$ cat src/rtl/esc_pwm_multi.sv
// esc_pwm_multi: multi-channel servo-style ESC pulse generator.
//
// One shared frame counter (cnt, 0..FRAME_CYCLES-1) drives NUM_CH independent
// PWM outputs. Each channel's width is MIN_PULSE + ((speed + off) << SCALE_SHIFT),
// saturated at MAX_PULSE, optionally slew-limited by RAMP_STEP per frame, and
// forced to MIN_PULSE while disarmed. Commands are double-buffered: load captures
// them into pending registers and they only reach the pulse at a frame boundary.
//
// Ports:
//   clk         system clock
//   rst_n       synchronous active-low reset
//   arm         1 = commanded widths, 0 = idle pulses (sampled at frame boundary)
//   load        single-cycle strobe capturing speed/off into pending registers
//   speed       NUM_CH x SPEED_W unsigned speed commands, channel i at [i*SPEED_W +: SPEED_W]
//   off         NUM_CH x OFF_W unsigned trim offsets, same packing
//   pwm         NUM_CH registered pulse outputs
//   frame_sync  one-cycle pulse on the first high cycle of each frame
//   sat         NUM_CH sticky saturation flags, cleared by load

// Per-channel slice: pending command registers, target/slew computation,
// active width register and pulse comparator.
module esc_pwm_chan #(
    parameter int SPEED_W     = 11,
    parameter int OFF_W       = 10,
    parameter int CNT_W       = 20,
    parameter int MIN_PULSE   = 50_000,
    parameter int MAX_PULSE   = 100_000,
    parameter int SCALE_SHIFT = 4,
    parameter int RAMP_STEP   = 2_000
) (
    input  logic               clk,
    input  logic               rst_n,
    input  logic [CNT_W-1:0]   cnt,
    input  logic               boundary,
    input  logic               arm,
    input  logic               armed_q,
    input  logic               load,
    input  logic [SPEED_W-1:0] speed,
    input  logic [OFF_W-1:0]   off,
    output logic               pwm,
    output logic               sat
);
    localparam int RAW_W  = CNT_W + 1;
    localparam int COMP_W = SPEED_W + 1;
    localparam logic [RAW_W-1:0] MIN_R  = RAW_W'(MIN_PULSE);
    localparam logic [RAW_W-1:0] MAX_R  = RAW_W'(MAX_PULSE);
    localparam logic [RAW_W-1:0] STEP_R = RAW_W'(RAMP_STEP);

    logic [SPEED_W-1:0] pend_speed;
    logic [OFF_W-1:0]   pend_off;
    logic [CNT_W-1:0]   active_w;
    logic [COMP_W-1:0]  comp;
    logic [RAW_W-1:0]   raw;
    logic [RAW_W-1:0]   target;
    logic [RAW_W-1:0]   base;
    logic [RAW_W-1:0]   next_w;
    logic               over;

    always_comb begin
        comp   = COMP_W'(pend_speed) + COMP_W'(pend_off);
        raw    = MIN_R + (RAW_W'(comp) << SCALE_SHIFT);
        over   = (raw > MAX_R);
        target = over ? MAX_R : raw;
        // After a disarmed frame the ramp restarts from the idle width.
        base   = armed_q ? {1'b0, active_w} : MIN_R;
        if (!arm)
            next_w = MIN_R;
        else if (RAMP_STEP == 0)
            next_w = target;
        // Step by RAMP_STEP only while the gap exceeds it, so we land on
        // target exactly and never wrap or overshoot.
        else if (target > base)
            next_w = ((target - base) > STEP_R) ? base + STEP_R : target;
        else
            next_w = ((base - target) > STEP_R) ? base - STEP_R : target;
    end

    always_ff @(posedge clk) begin
        if (!rst_n) begin
            pend_speed <= '0;
            pend_off   <= '0;
            active_w   <= CNT_W'(MIN_PULSE);
            pwm        <= 1'b0;
            sat        <= 1'b0;
        end else begin
            pwm <= (cnt < active_w);
            if (load) begin
                pend_speed <= speed;
                pend_off   <= off;
            end
            // next_w always fits CNT_W because MAX_PULSE < FRAME_CYCLES.
            if (boundary)
                active_w <= CNT_W'(next_w);
            // A load clears the flag; a boundary in the same cycle evaluated
            // the previous command, which the load just superseded.
            if (load)
                sat <= 1'b0;
            else if (boundary && over)
                sat <= 1'b1;
        end
    end
endmodule

module esc_pwm_multi #(
    parameter int NUM_CH       = 4,
    parameter int SPEED_W      = 11,
    parameter int OFF_W        = 10,
    parameter int FRAME_CYCLES = 1_000_000,
    parameter int MIN_PULSE    = 50_000,
    parameter int MAX_PULSE    = 100_000,
    parameter int SCALE_SHIFT  = 4,
    parameter int RAMP_STEP    = 2_000
) (
    input  logic                      clk,
    input  logic                      rst_n,
    input  logic                      arm,
    input  logic                      load,
    input  logic [NUM_CH*SPEED_W-1:0] speed,
    input  logic [NUM_CH*OFF_W-1:0]   off,
    output logic [NUM_CH-1:0]         pwm,
    output logic                      frame_sync,
    output logic [NUM_CH-1:0]         sat
);
    localparam int CNT_W = $clog2(FRAME_CYCLES);
    localparam logic [CNT_W-1:0] CNT_LAST = CNT_W'(FRAME_CYCLES - 1);

    logic [CNT_W-1:0] cnt;
    logic             armed_q;
    logic             boundary;

    assign boundary = (cnt == CNT_LAST);

    always_ff @(posedge clk) begin
        if (!rst_n) begin
            cnt        <= '0;
            armed_q    <= 1'b0;
            frame_sync <= 1'b0;
        end else begin
            cnt        <= boundary ? '0 : cnt + 1'b1;
            frame_sync <= (cnt == '0);
            if (boundary)
                armed_q <= arm;
        end
    end

    for (genvar i = 0; i < NUM_CH; i++) begin : g_ch
        esc_pwm_chan #(
            .SPEED_W    (SPEED_W),
            .OFF_W      (OFF_W),
            .CNT_W      (CNT_W),
            .MIN_PULSE  (MIN_PULSE),
            .MAX_PULSE  (MAX_PULSE),
            .SCALE_SHIFT(SCALE_SHIFT),
            .RAMP_STEP  (RAMP_STEP)
        ) u_ch (
            .clk     (clk),
            .rst_n   (rst_n),
            .cnt     (cnt),
            .boundary(boundary),
            .arm     (arm),
            .armed_q (armed_q),
            .load    (load),
            .speed   (speed[i*SPEED_W +: SPEED_W]),
            .off     (off[i*OFF_W +: OFF_W]),
            .pwm     (pwm[i]),
            .sat     (sat[i])
        );
    end
endmodule

$ cat config.mk
export PLATFORM = sky130hd
export DESIGN_NAME = esc_pwm_multi
export DESIGN_NICKNAME = d
export VERILOG_FILES = /design/src/rtl/esc_pwm_multi.sv
export SDC_FILE = /design/constraint.sdc
export NUM_CORES = 1
export LEC_CHECK = 0
export ABC_AREA = 1
export CORE_UTILIZATION = 45
export CTS_BUF_LIST = sky130_fd_sc_hd__clkbuf_16
export CTS_CLUSTER_DIAMETER = 200
export DETAILED_ROUTE_END_ITERATION = 12
export SLEW_MARGIN = 15
export SYNTH_ARGS = -nofsm -noshare
export SYNTH_HDL_FRONTEND = slang
export SYNTH_HIERARCHICAL = 1
export SYNTH_SLANG_ARGS = --single-unit
$ cat constraint.sdc
create_clock -name clk -period 7 [get_ports clk]
set_input_delay 1.4 -clock clk [delete_from_list [all_inputs] [get_ports clk]]
set_output_delay 1.4 -clock clk [all_outputs]
set_load 0.01 [all_outputs]
==> results.json <==
{
  "fin_area_um2": 27500,
  "regToRegSetupSlack_ns": 1.25,
  "fillers": 6114,
  "worstSkewPairLatency_ns": 0.48,
  "drc": 0,
  "worstReg2RegEnd": "g_ch[2].u_ch/active_w[0]",
  "path_common_cell": "nand2_1",
  "rows": 86,
  "startpoint_type": "register",
  "first_pass_iters": 7,
  "cts_tree": "built",
  "grt_pass1_wl_um": 128000,
  "syn_area_per_cell_um2": 5.77,
  "worst_pin_slew_ns": 0.907,
  "worst-setup-path-type": "reg -> reg",
  "layout.cells.non_filler": 5211,
  "synth.area.top_cells": "nand2_1 (19%), dfxtp_1 (15%), ha_1 (12%), inv_1 (8.7%), nor2_1 (7.6%)",
  "vias_per_cell": 5.20,
  "io-pin-count": 97,
  "clk_pin_slew_ns": 0.08,
  "synth_area_leader_cell": "nand2_1",
  "async_reset_ff_share_pct": 0,
  "ys_ff_latch": 194,
  "synth_edf_count": 0,
  "min_period_ns": 5.75,
  "power.total_uw": 5090,
  "placedCellCount": 5179,
  "ys_types": 54,
  "dr.first_iter.drc_count": 1835,
  "wl_per_cell_um": 15.1,
  "fmax_mhz": 174,
  "rsz0062_at_grt": "false",
  "yosysSeqAreaShare_pct": 15.3,
  "core-area_um2": 55400,
  "antenna_found_initial": 1,
  "cp_data_arrival_time_ns": 6.12,
  "max_stage_delay_ns": 0.55,
  "grt_usage_pct": 27.5,
  "hold-worst-slack_ns": 0.474,
  "path_max_fanout": 11,
  "layout.area.seq_um2": 3890,
  "rr_startpoint": "g_ch[2].u_ch/pend_speed[0]",
  "max-cap-violations": 0,
  "critPathCapture": "g_ch[2].u_ch/active_w[0]",
  "nets": 4780,
  "use_met2_pct": 45.5,
  "synth.net_count": 4725,
  "yosysWarnings": 6,
  "fin_skew_ns": 0.0151,
  "multi_input_area_um2": 18500,
  "hold_viol": 0,
  "holdPathStages": 2,
  "cts_setup_buffers": 0,
  "status": "completed",
  "critPathSlowestCell": "fa_1",
  "slew_violations": 0,
  "irDropWorstVdd_mv": 0.215,
  "netlist_instances": 4395,
  "setup_viol": 0,
  "cts-hold-fix-buffers": 0,
  "met1_usage_pct": 38.4,
  "met3_usage_pct": 2.67,
  "grt_pass1_vias": 24800,
  "num_vias": 27100,
  "grt_max_degree": 89,
  "globalplace.congestion": 0.951,
  "drtAntennaViolNets": 0,
  "cts_buffers": 17,
  "maxSlewHeadroom_pct": 39.5,
  "layout-drive-gt1-share_pct": 8.56,
  "dpl_cell_area_um2": 26900,
  "die_area_um2": 57300,
  "cts.sinks": 194,
  "synth_top_flop_cell": "dfxtp_1",
  "syn_area_um2": 25400,
  "h-tree-depth": 4,
  "cts_buffer_depth": 2,
  "io_buffers": 96,
  "finalWirelength_um": 78500,
  "worstSetupEndpointType": "register",
  "dp_hpwl_um": 63600,
  "area_delta_synth_final_pct": 8.48,
  "cp.required_ns": 7.37,
  "powerDensity_nw_per_um2": 185,
  "yosys.area.top_type_share_pct": 19.1,
  "overflow": 0,
  "fin_crit_sh_pct": 82.1,
  "gr-max-usage-layer": "met2",
  "die_w_um": 239,
  "start_util_pct": 45.8,
  "fin_tns_setup_ns": 0,
  "worst_r2r_path_depth": 32,
  "die_y_um": 239,
  "diodes": 0,
  "crit_start": "g_ch[2].u_ch/pend_speed[0]",
  "cts_resized": 0,
  "root_buffer": "clkbuf_16",
  "hp-class": "reg -> reg",
  "leakage_uw": 0.0143
}
-- synth_stat cells (21+ instances only) --
| master | count |
|---|---|
| a21oi_1 | 263 |
| clkbuf_1 | 42 |
| dfxtp_1 | 194 |
| ha_1 | 234 |
| inv_1 | 585 |
| inv_2 | 67 |
| nand2_1 | 1291 |
| nand2_2 | 70 |
| nand2_4 | 26 |
| nand3_1 | 347 |
| nand3_2 | 24 |
| nand3b_1 | 21 |
| nand4_1 | 76 |
| nor2_1 | 516 |
| nor2_2 | 79 |
| nor3_1 | 32 |
| o21ai_0 | 184 |
| o21ai_1 | 39 |
| xor2_1 | 84 |
-- where the power goes --
group / switching (µW) / internal, µW / leakage [µW]
sequential: 26.0 / 1140 / 0.00159
clock: 519 / 510 / 0.000297
combinational: 1970 / 935 / 0.0124
-- cell type report --
type | count | share of cell area, %
flip-flops and latches | 194 | 14.1
well taps | 748 | 3.40
multi-input cells | 3456 | 67.3
repair buffers | 103 | 3.66
clock buffers | 17 | 1.55
inverters | 678 | 9.33
clock inverters | 15 | 0.610
-- layout by cell type (no fill, tap or decap), types with 70 or more instances in the layout --
| cell | Yosys | layout |
|---|---|---|
| inv_1 | 585 | 586 |
| nand2_2 | 70 | 70 |
| xor2_1 | 84 | 84 |
| ha_1 | 234 | 234 |
| nand3_1 | 347 | 347 |
| nand4_1 | 76 | 76 |
| clkdlybuf4s50_1 | 0 | 94 |
| dfxtp_1 | 194 | 193 |
| a21oi_1 | 263 | 263 |
| nor2_2 | 79 | 79 |
| nand2_1 | 1291 | 1291 |
| nor2_1 | 516 | 516 |
| o21ai_0 | 184 | 184 |
-- worst max-delay path, delay by kind of cell (launching register included) --
family | cells | cell delay [ns]
buf+inv | 4 | 0.28
xor+xnor | 1 | 0.30
simple gates | 21 | 2.81
flops | 1 | 0.32
fa+ha+maj | 5 | 1.71
compound gates | 1 | 0.21
-- cells by family (layout without fill, tap and decap cells) --
group	Yosys count	after routing	synth area share, %
simple gates	2545	2545	44.9
compound gates	572	572	12.6
xor+xnor	97	97	3.35
flops	194	194	15.3
fa+ha+maj	242	242	12.2
buf+inv	745	813	11.7
-- worst min-delay path by stage --
stage / from / end / slack [ns]
floorplan: g_ch[1].u_ch/active_w[0] / g_ch[1].u_ch/active_w[0] / 0.42
global route: g_ch[1].u_ch/active_w[6] / g_ch[1].u_ch/active_w[6] / 0.50
global placement: g_ch[1].u_ch/active_w[6] / g_ch[1].u_ch/active_w[6] / 0.45
CTS: g_ch[1].u_ch/active_w[6] / g_ch[1].u_ch/active_w[6] / 0.48
finish: g_ch[0].u_ch/active_w[2] / g_ch[0].u_ch/active_w[2] / 0.47
detailed placement: g_ch[1].u_ch/active_w[6] / g_ch[1].u_ch/active_w[6] / 0.46
-- metrics by stage --
stage          utilization (%)  setup WS [ns]
5_1_grt                   49.6          0.801
6_report                  49.6           1.25
3_5_place_dp              48.6           1.39
4_1_cts                   49.6           1.36
2_1_floorplan                -           2.49
3_3_place_gp              48.6           1.38
-- flip-flops by register name, summed over array words and instances, names as in the netlist --
signal                cells
armed_q                   1
g_ch.u_ch/pend_off       40
g_ch.u_ch/sat             4
g_ch.u_ch/active_w       80
g_ch.u_ch/pwm             4
cnt                      20
frame_sync                1
g_ch.u_ch/pend_speed     44
-- routing by layer --
metal	wire, µm	share of wire (%)
met5	0	0
met2	35400	45
met1	38200	49
met3	3580	4.6
met4	1270	1.6
(Power assumes the default switching activity.)
